--- config.mk ---
export PLATFORM = sky130hd
export DESIGN_NAME = internal_bus_latched
export DESIGN_NICKNAME = d
export VERILOG_FILES = /design/src/rtl/internal_bus_latched.sv
export SDC_FILE = /design/constraint.sdc
export NUM_CORES = 1
export LEC_CHECK = 0
export BUFFER_PORTS_ARGS = -buffer_cell sky130_fd_sc_hd__buf_2
export CELL_PAD_IN_SITES_DETAIL_PLACEMENT = 1
export CELL_PAD_IN_SITES_GLOBAL_PLACEMENT = 2
export CORE_MARGIN = 5
export CORE_UTILIZATION = 25
export CTS_CLUSTER_DIAMETER = 30
export DETAILED_ROUTE_END_ITERATION = 6
export MAX_ROUTING_LAYER = met4
export PLACE_DENSITY_LB_ADDON = 0.1
export SETUP_SLACK_MARGIN = 0.02
export SLEW_MARGIN = 20
export SYNTH_ARGS = -nofsm -noshare
export SYNTH_HDL_FRONTEND = slang
export SYNTH_SLANG_ARGS = --single-unit
--- constraint.sdc ---
create_clock -name clk -period 1.65 [get_ports clk]
set_clock_uncertainty 0.05 [all_clocks]
set_input_delay 0.495 -clock clk [delete_from_list [all_inputs] [get_ports clk]]
set_output_delay 0.495 -clock clk [all_outputs]
set_load 0.1 [all_outputs]
--- src/rtl/internal_bus_latched.sv ---
// Resolves INPUTS one-hot-selected WIDTH-bit sources onto a single bus, with a
// phase-enabled latch of the bus and registered driver/contention status.
module internal_bus_latched #(
  parameter int                 INPUTS          = 2,
  parameter int                 WIDTH           = 8,
  parameter int                 IDLE_MODE       = 1,
  parameter int                 CONTENTION_MODE = 0,
  parameter logic [WIDTH-1:0]   RESET_VALUE     = '1,
  parameter int                 CNT_WIDTH       = 8,
  localparam int                IDXW            = (INPUTS > 1) ? $clog2(INPUTS) : 1
) (
  input  logic                      clk,
  input  logic                      rst,
  input  logic                      en,
  input  logic [INPUTS-1:0]         busSelect,
  input  logic [WIDTH*INPUTS-1:0]   busInputs,
  input  logic                      clearStatus,
  output logic [WIDTH-1:0]          busOutput,
  output logic [WIDTH-1:0]          busLatched,
  output logic                      busDriven,
  output logic [IDXW-1:0]           lastDriver,
  output logic                      contention,
  output logic [CNT_WIDTH-1:0]      contentionCount
);

  logic [WIDTH-1:0] and_acc;
  logic [WIDTH-1:0] or_acc;
  logic [WIDTH-1:0] low_val;
  logic [IDXW-1:0]  low_idx;
  logic             any_sel;
  logic             multi_sel;
  logic [WIDTH-1:0] idle_val;
  logic             hit;

  // Only selected sources enter the accumulators, so unselected X never leaks.
  always_comb begin
    and_acc   = '1;
    or_acc    = '0;
    low_val   = '0;
    low_idx   = '0;
    any_sel   = 1'b0;
    multi_sel = 1'b0;
    for (int i = 0; i < INPUTS; i++) begin
      if (busSelect[i]) begin
        and_acc = and_acc & busInputs[WIDTH*i +: WIDTH];
        or_acc  = or_acc  | busInputs[WIDTH*i +: WIDTH];
        if (any_sel) begin
          multi_sel = 1'b1;
        end else begin
          low_val = busInputs[WIDTH*i +: WIDTH];
          low_idx = IDXW'(i);
        end
        any_sel = 1'b1;
      end
    end
  end

  always_comb begin
    case (IDLE_MODE)
      0:       idle_val = busLatched;
      2:       idle_val = '0;
      default: idle_val = '1;
    endcase
  end

  always_comb begin
    busOutput = low_val;
    if (!any_sel) begin
      busOutput = idle_val;
    end else if (multi_sel) begin
      case (CONTENTION_MODE)
        1:       busOutput = or_acc;
        2:       busOutput = low_val;
        default: busOutput = and_acc;
      endcase
    end
  end

  assign hit = en & multi_sel;

  always_ff @(posedge clk) begin
    if (rst) begin
      busLatched      <= RESET_VALUE;
      busDriven       <= 1'b0;
      lastDriver      <= '0;
      contention      <= 1'b0;
      contentionCount <= '0;
    end else begin
      if (en) begin
        busLatched <= busOutput;
        busDriven  <= any_sel;
        if (any_sel) lastDriver <= low_idx;
      end
      // A new hit outranks a simultaneous clear: flag stays set, count restarts at 1.
      contention <= hit | (contention & ~clearStatus);
      if (clearStatus) begin
        contentionCount <= hit ? CNT_WIDTH'(1) : '0;
      end else if (hit && (contentionCount != '1)) begin
        contentionCount <= contentionCount + CNT_WIDTH'(1);
      end
    end
  end

endmodule

# Word-level counts from Yosys, hierarchy flattened
# Cells that the tools add are included.
# word_totals
reg_bits,19
input_bits,22
out_inout_bits,27
elab_cells,31
# classes
add_sub_neg,1
n_eq_ne,1
mux,16
bitwise,5
n_reduce_logical,3
# ops
op,count
2-to-1 mux 8 bit,9
"adder 8 x 1 -> 8 bit, second input constant",1
bitwise AND 8 bit,1
"!= test 8 bit, second input constant",1
2-to-1 mux 1 bit,7
bitwise AND 1 bit,2
AND reduction 2 bit,1
nonzero test 2 bit,1
logical AND 1 bit,1
NOT 1 bit,1
OR 1 bit,1

# Logic depth before layout (Yosys ltp)
# Gate-level depths: netlist of the first run.
# depth
depth_word,7
mapped_depth,5
depth_no_buf,4

# Least setup slack after synthesis of the first run
# OpenSTA, ideal clock, no wires.
# synth_timing
kind,input port to output port
from,in busSelect[0]
to,out busOutput[0]
arrival_time_ns,2.256
path_slack_ns,-1.151
path_stages,2
n_path_buf,1
cell_sequence,buf_2 a22oi_1
# synth_via
elab_chain_len,5
# synth_lines
item,line,rtl
from (decl),15,"input logic [INPUTS-1:0] busSelect,"
2-to-1 mux 8 bit / 2-to-1 mux 1 bit (equally long branches),44,if (busSelect[i]) begin
"2-to-1 mux 8 bit, or another cell as far along",47,if (any_sel) begin
2-to-1 mux 8 bit / 2-to-1 mux 1 bit (equally long branches),44,
2-to-1 mux 8 bit,70,end else if (multi_sel) begin
2-to-1 mux 8 bit (*),68,if (!any_sel) begin
to (decl),18,"output logic [WIDTH-1:0] busOutput,"
# Mark *: on every way between the ends. The rest lies on a longest branch, timed or not.

# Worst setup path in the final report of the first run
# layout_timing
from,in busSelect[0]
to,out busOutput[3]
# The elaborated chain is that of the path after synthesis.

==> impl_metrics.json, run 1 <==
{
  "wl_um": 3504,
  "setup_viol_count_final": 0,
  "die_h_um": 73.95,
  "dr_total_vias": 1082,
  "ys_seq_elements": 19,
  "io_pins": 49,
  "mostFrequentLayoutCell": "buf_2",
  "crit_buf_inv": 2,
  "nFillCells": 473,
  "grt_max_degree": 15,
  "cp-end-kind": "output pin",
  "holdCritPathClass": "register to register",
  "crit_path_max_fanout": 5,
  "path_cells": "buf_12, a22oi_2, buf_12",
  "syn_avg_cell_area_um2": 8.737,
  "ys_types": 35,
  "n_antenna_cell": 0,
  "synth_edf_count": 0,
  "route.detailed.drc": 0,
  "netlist_area_um2": 1022,
  "drive_gt1_frac": 0.5057,
  "async_flop_share": 0,
  "synth-warning-count": 0,
  "fin_cells": 226,
  "crit_type": "input port to output pin",
  "area_delta_synth_final_pct": 75.15,
  "rows": 23,
  "crit_top_cell": "buf_12",
  "gr-total-overflow": 0,
  "drt-pass1-iter-count": 4,
  "synthCells": 117,
  "final_cell_mix": "buf_2 (29), inv_1 (18), buf_12 (18)",
  "cp_slowest_stage_delay_ps": 260,
  "fmax_mhz": 612.1,
  "place_ws_ps": -117.3,
  "viasPerCell": 4.788,
  "min_period_ps": 1634,
  "cts_made_buffers": 3,
  "clk_path_buf_depth": 2,
  "cts_root_buffer": "clkbuf_8",
  "ys_seq_area_frac": 0.3721,
  "rsz0062_at_grt": "yes",
  "cp_top_family": "buffers and inverters",
  "start_util": 0.2574,
  "ir_drop_uv": 281.8,
  "status": "finished clean",
  "maxCapViolations": 0,
  "grt_usage": 0.1428,
  "setup_slack_ps": 16.16,
  "cts.clk_slew.worst_paths_ps": 70,
  "dp_hpwl_um": 2679,
  "worstSkewPairLatency_ps": 250,
  "tightest_slew_ps": 493.9,
  "cts_sinks": 19,
  "ys.flop_type": "dfxtp_1",
  "max_slew_margin": 0.6730,
  "startpoint_type": "input port",
  "critical_path_required_ps": 1100,
  "cellLeakagePower_nw": 0.8005,
  "first_global_vias": 1239,
  "finish.utilization": 0.4509,
  "critPathArrivalTime_ps": 1090,
  "grt_pass1_wl_um": 5913,
  "die_area_um2": 5468,
  "finalHoldViolations": 0,
  "core_um2": 3971,
  "cp_slowest_cell": "a22oi_2",
  "io_buffers": 48,
  "synth_nets": 140,
  "fp.dieW_um": 73.95,
  "nets": 200,
  "dp_cells": 215,
  "cts_tree": "yes",
  "drt_iter0_markers": 40,
  "ant_nets": 0,
  "power_density_nw_per_um2": 745.9,
  "cts.htree.levels": 1,
  "antenna_found_initial": 0,
  "place.gp.congestion": 0.7597,
  "post_drt_wl_per_cell_um": 15.50,
  "fin_crit_sh": 0.9902,
  "maxSlewViolCount": 0
}
==> power by group <==
| group | internal [W] | switching [W] |
|---|---|---|
| Combinational | 0.000169 | 0.000356 |
| Sequential | 0.000475 | 0.0000106 |
| Clock | 0.000171 | 0.000154 |
==> repair_timing <==
item	CTS	global route
buffers inserted	2	4
gates resized for setup	7	1
pin swaps	3	5
gates cloned	1	0
hold buffers	0	0
endpoints found under the setup margin	8	7
==> per-layer routing <==
metal | vias to the layer above | track usage | routed length, um
li1 | 537 | - | -
met1 | 514 | 0.1746 | 1517
met2 | 29 | 0.2461 | 1750
met3 | 2 | 0.02432 | 215
met4 | 0 | 0.03018 | 20
met5 | - | - | 0
==> cell usage after synthesis (2+ instances only) <==
cell type / instances / share of area
a211oi_1: 4 / 0.029
a21oi_1: 3 / 0.015
dfxtp_1: 19 / 0.37
a41oi_1: 2 / 0.017
mux2i_1: 2 / 0.020
and3_1: 2 / 0.012
and2_1: 2 / 0.012
nand2_1: 6 / 0.022
buf_2: 5 / 0.024
nor2_1: 3 / 0.011
a22oi_1: 8 / 0.059
a31oi_1: 2 / 0.012
nor2b_1: 10 / 0.061
a211o_1: 8 / 0.069
nand4_1: 2 / 0.012
inv_1: 18 / 0.066
nand3_1: 2 / 0.0098
and3_2: 2 / 0.015
==> final timing paths <==
kind | start | to | slack, ps | depth (start not counted)
worst max-delay path | busSelect[0] | busOutput[3] | 20 | 3
worst min-delay path | lastDriver | lastDriver | 470 | 2
worst max register to register | contentionCount[0] | contentionCount[0] | 160 | 4
worst min register to register | lastDriver | lastDriver | 470 | 2
==> state kept, by name, indices dropped and copies added (netlist names) <==
signal / cells
busDriven: 1
busLatched: 8
contention: 1
contentionCount: 8
lastDriver: 1
==> cell type report <==
cell class	instances	area, um2	share of cell area
Timing Repair Buffer	62	645.6	0.3606
Multi-Input combinational cell	73	574.3	0.3208
Sequential cell	19	395.4	0.2208
Inverter	18	67.56	0.03774
Tap cell	50	62.56	0.03494
Clock buffer	4	45.04	0.02516
==> worst min-delay path, stage by stage (launching register included) <==
cell and delay (ps):
dfxtp_1 310, a21oi_1 110, a211oi_1 50
==> cells by family (layout without fill, tap and decap cells) <==
logic type      after synthesis  after routing  synth area share
flops                        19             19            0.3721
buf+inv                      25             84            0.1053
mux                           2              2           0.01958
simple gates                 37             37            0.2228
compound gates               33             33            0.2681
fa+ha+maj                     1              1           0.01224
==> metrics by stage <==
step                      power [W]  TNS, ps  hold slack [ps]  area, um2
after CTS                  0.001345        0            470.2       1757
final                      0.001336        0            470.2       1790
after global placement    0.0009875    -1085            443.8       1648
after global routing       0.001396   -8.855            472.6       1790
after floorplan           0.0008452    -5377            534.9       1102
after detailed placement  0.0009966    -1327            459.1       1648
Power figures use the tool's default switching activity.
==> run 2, diff against run 1 <==
Settings changed: ABC_AREA from default to 1, CORE_UTILIZATION 25 to 22.
==> run 2 against run 1 <==
The run now ends with negative setup slack left. Power rose by 0.81%. Count of clock-buffer cells in the layout is the same. Wire length decreased by 9.7%. Sequential share of layout area is 0.64 points higher. First-iteration DRC count grew 7.5%. Final cell count is 4.9% higher. Core utilization shrank 4.3 points. Worst hold slack worse by 55 ps. Cell area down 2.8%. Flip-flop and latch count is the same. Sequential power barely moved. Die area up 5.0%.
==> impl_metrics.json, run 2 <==
{
  "place_ws_ps": -273.9,
  "route.detailed.drc": 0,
  "n_antenna_cell": 0,
  "startpoint_type": "input port",
  "holdCritPathClass": "register to register",
  "min_path_cells": 2,
  "io_buffers": 48,
  "fp.dieW_um": 75.79,
  "power_w": 0.001346,
  "yosys.area.top_type": "dfxtp_1",
  "finalHoldViolations": 0,
  "finish.utilization": 0.4082,
  "grt_max_degree": 18,
  "antenna_found_initial": 0,
  "rows": 24,
  "status": "complete, but fails checks",
  "synthTopCellsByArea": "dfxtp_1 (40%), inv_1 (9.5%), nand2_1 (7.5%)",
  "fin_crit_sh": 1.128,
  "critPathArrivalTime_ps": 1320,
  "dr_total_vias": 1065,
  "netlist.area_leader.share": 0.3995,
  "regArea_um2": 395.4,
  "start_util": 0.2233,
  "ir_drop_uv": 370.0,
  "crit_path_max_fanout": 8,
  "r2r_cells": 7,
  "cellLeakagePower_nw": 0.7596,
  "cts_root_buffer": "clkbuf_8",
  "max_slew_margin": 0.6679,
  "synth_nets": 153,
  "ant_nets": 0,
  "critical_path_required_ps": 1100,
  "async_flop_share": 0,
  "mostFrequentLayoutCell": "buf_2",
  "final_cell_mix": "buf_2 (32), nand2_1 (19), buf_12 (16)",
  "ys_seq_area_frac": 0.3995,
  "grt_usage": 0.1235,
  "hold_start": "contention",
  "cts_made_buffers": 3,
  "synth_commonest_cells": "inv_1 (24), dfxtp_1 (19), nand2_1 (19)",
  "die_h_um": 75.79,
  "cts_sinks": 19,
  "worstSkewPairLatency_ps": 250,
  "synth_edf_count": 0,
  "setup_slack_ps": -211.8,
  "critical_path.reg2reg.startpoint": "contentionCount[0]",
  "place.gp.congestion": 0.7139,
  "maxSlewViolCount": 0,
  "yosysMostFrequentCell": "inv_1",
  "area_delta_synth_final_pct": 82.79,
  "dp_hpwl_um": 2601,
  "drt-pass1-iter-count": 4,
  "nets": 209,
  "fmax_mhz": 537.1,
  "crit_type": "input port to output pin",
  "wl_um": 3165,
  "grt_pass1_wl_um": 5195,
  "ys_seq_elements": 19,
  "reg.largest.list": "busLatched (8), contentionCount (8)",
  "maxCapViolations": 0,
  "synthCells": 130,
  "core_um2": 4264,
  "cts.clk_slew.worst_paths_ps": 80,
  "min_period_ps": 1862,
  "viasPerCell": 4.494,
  "design_area_um2": 1740,
  "multi_input_area_um2": 574.3,
  "dpl_cell_area_um2": 1599,
  "gr-total-overflow": 0,
  "setup_viol_count_final": 8,
  "reg2reg_setup_slack_ps": 240,
  "hold_slack_ps": 415.3,
  "cp-end-kind": "output pin",
  "ys_types": 26,
  "power_density_nw_per_um2": 773.6,
  "cts.htree.levels": 1,
  "post_drt_wl_per_cell_um": 13.35,
  "first_global_vias": 1156,
  "nFillCells": 507,
  "violations": "negative setup slack",
  "ys.flop_type": "dfxtp_1",
  "cts_tree": "yes",
  "clk_path_buf_depth": 2,
  "die_area_um2": 5743,
  "rsz0062_at_grt": "yes",
  "tightest_slew_ps": 501.5,
  "io_pins": 49,
  "timing.rr.end": "contentionCount[1]",
  "drive_gt1_frac": 0.5027,
  "hold_buffers": 0,
  "netlist_area_um2": 952.2,
  "syn_avg_cell_area_um2": 7.324,
  "drt_iter0_markers": 43,
  "synth-warning-count": 0,
  "whs_endpoint": "contention"
}
-- run 2: metal layers --
layer,global-route usage,part of all wire,vias up
met5,-,0,-
met2,0.2158,0.53,32
li1,-,-,542
met3,0.03166,0.061,4
met4,0.03883,0.0079,0
met1,0.1362,0.40,487
-- run 2: kinds of logic after synthesis --
group	Yosys count	share of synthesized area
and+or+nand+nor	47	0.2681
adders and majority gates	1	0.01314
AOI/OAI and AO/OA	35	0.2063
DFF	19	0.3995
buffers and inverters	28	0.1130
-- run 2: how the worst max path moves through the flow --
stage                         endpoint  depth (start not counted)         start
after floorplan           busOutput[0]                          3  busSelect[0]
after global placement    busOutput[4]                          5  busSelect[0]
after detailed placement  busOutput[7]                          5  busSelect[0]
after CTS                 busOutput[7]                          6  busSelect[0]
after global routing      busOutput[1]                          6  busSelect[0]
final                     busOutput[5]                          6  busSelect[0]
-- run 2: what timing repair did --
item | 4_1_cts | 5_1_grt
setup buffers | 1 | 0
gates resized for setup | 13 | 0
pin swaps | 1 | 1
endpoints found under the setup margin | 8 | 8
-- run 2: per-stage QoR --
step	instances	TNS [ps]
after floorplan	130	-1540
after global placement	232	-1832
after detailed placement	232	-2067
after CTS	237	-1618
after global routing	237	-1923
final	237	-1595
-- run 2: area by class of cell --
cell class,instances,share of cell area
multi-input cells,83,0.3300
repair buffers,53,0.3019
flip-flops and latches,19,0.2272
inverters,26,0.07764
well taps,52,0.03738
clock buffers,4,0.02588
-- run 2: worst max-delay path, cell delays in order --
cell and delay, ps:
buf_8 80, clkinvlp_4 80, buf_12 160, o22ai_4 180, clkinvlp_4 140, buf_12 170
-- run 2: power by group --
group          switching [W]  internal [W]  total (W)
logic               0.000373      0.000151   0.000524
clock network       0.000163      0.000172   0.000335
registers          0.0000108      0.000476   0.000487
==> run 3, diff against run 2 <==
Settings changed: CORE_MARGIN 5 to 2, MAX_ROUTING_LAYER met4 to default.
==> run 3 against run 2 <==
The flow still finishes with violations (negative setup slack). Worst hold slack worse by 3.0 ps. Global-route usage is 1.0 points higher. Combinational power hardly changed. Final cell count is 0.42% lower. Largest cell class unchanged. Largest power group unchanged.
==> impl_metrics.json, run 3 (synthesis gave the netlist of run 2 again) <==
{
  "r2r_cells": 7,
  "min_period_ps": 1859,
  "cp_slowest_cell": "o22ai_4",
  "cts.clk_slew.worst_paths_ps": 80,
  "maxSlewViolCount": 0,
  "die_area_um2": 4870,
  "mostFrequentLayoutCell": "buf_2",
  "clk_path_buf_depth": 2,
  "drive_gt1_frac": 0.5054,
  "crit_type": "input port to output pin",
  "reg.largest.list": "busLatched (8), contentionCount (8)",
  "hold_slack_ps": 412.3,
  "gr-total-overflow": 0,
  "fin_crit_sh": 1.127,
  "start_util": 0.2330,
  "crit_cells": 6,
  "cts_tree": "yes",
  "min_path_cells": 2,
  "antenna_found_initial": 0,
  "route.detailed.drc": 0,
  "max_slew_margin": 0.6702,
  "dr_total_vias": 1076,
  "fp.dieW_um": 69.79,
  "io_buffers": 48,
  "final_cell_mix": "buf_2 (32), nand2_1 (19), inv_1 (15), buf_12 (15), a21oi_1 (12)",
  "worstSkewPairLatency_ps": 260,
  "post_drt_wl_per_cell_um": 13.12,
  "rsz0062_at_grt": "yes",
  "power_w": 0.001342,
  "drt-pass1-iter-count": 2,
  "path_cells": "buf_8, clkinvlp_4, buf_12, o22ai_4, clkinvlp_4, buf_12",
  "hold_buffers": 0,
  "first_global_vias": 1169,
  "place.gp.congestion": 0.7055,
  "hold_start": "contention",
  "power_density_nw_per_um2": 774.6,
  "startpoint": "busSelect[0]",
  "finish.utilization": 0.4241,
  "area_delta_synth_final_pct": 82.00,
  "startpoint_type": "input port",
  "cp_slowest_stage_delay_ps": 180,
  "finalHoldViolations": 0,
  "cts_made_buffers": 3,
  "setup_slack_ps": -209.2,
  "fmax_mhz": 537.9,
  "cellLeakagePower_nw": 0.7611,
  "wl_um": 3096,
  "die_h_um": 69.79,
  "cts_root_buffer": "clkbuf_8",
  "grt_max_degree": 18,
  "cts_sinks": 19,
  "ant_nets": 0,
  "dp_hpwl_um": 2344,
  "crit_buf_inv": 5,
  "ir_drop_uv": 516.4,
  "rows": 23,
  "io_pins": 49,
  "status": "complete, but fails checks",
  "place_ws_ps": -274.4,
  "viasPerCell": 4.559,
  "n_antenna_cell": 0,
  "critical_path_required_ps": 1100,
  "crit_path_max_fanout": 8,
  "setup_viol_count_final": 8,
  "maxCapViolations": 0,
  "grt_pass1_wl_um": 5347,
  "grt_usage": 0.1339,
  "tightest_slew_ps": 498.1,
  "cp-end-kind": "output pin",
  "core_um2": 4086,
  "nets": 210,
  "holdCritPathClass": "register to register",
  "critPathArrivalTime_ps": 1310,
  "drt_iter0_markers": 26,
  "cp_top_family": "buffers and inverters",
  "critical_path.reg2reg.startpoint": "contentionCount[0]",
  "violations": "negative setup slack",
  "cts.htree.levels": 1
}
## run 3: cell types whose count changed in the layout (fill, tap and decap cells not counted)
cell / before / now
buf_12: 16 / 15
buf_4: 4 / 5
clkbuf_4: 0 / 1
## run 3: worst paths after layout
kind / endpoint / slack, ps
worst min-delay path: contention / 410
worst min register to register: contention / 410
worst max register to register: contentionCount[1] / 240
worst max-delay path: busOutput[0] / -210
## run 3: through the flow
step | cells | setup TNS [ps] | area [um2]
2_1_floorplan | 130 | -1540 | 1047
3_3_place_gp | 229 | -1757 | 1574
3_5_place_dp | 229 | -2070 | 1574
4_1_cts | 235 | -1574 | 1723
5_1_grt | 236 | -1948 | 1733
6_report | 236 | -1621 | 1733
## run 3: cell type report
| cell class | instances | area [um2] |
|---|---|---|
| Inverter | 26 | 135.1 |
| Tap cell | 50 | 62.56 |
| Timing Repair Buffer | 54 | 520.5 |
| Sequential cell | 19 | 395.4 |
| Clock buffer | 4 | 45.04 |
| Fill cell | 491 | 2354 |
| Multi-Input combinational cell | 83 | 574.3 |
## run 3: timing repair
item / in CTS / in global routing
setup endpoints to repair: 8 / 9
pin swaps: 1 / 1
resized for setup: 13 / 1
buffers inserted: 2 / 1
## run 3: report_power, final
part	switching, W	total (W)	internal (W)
registers	0.0000107	0.000487	0.000476
clock network	0.000158	0.000329	0.000172
logic	0.000375	0.000526	0.000151
## run 3: routing by layer
| layer | part of all wire | global-route usage | up-vias |
|---|---|---|---|
| li1 | - | - | 537 |
| met5 | 0 | 0 | - |
| met1 | 0.38 | 0.1411 | 506 |
| met4 | 0.0055 | 0.02564 | 0 |
| met3 | 0.063 | 0.04797 | 2 |
| met2 | 0.55 | 0.2540 | 31 |
## run 3: tightest hold or removal path: cells and delay by family (launching register included)
family          cells  cell delay (ps)
flops               1              330
compound gates      1               50
simple gates        1               50
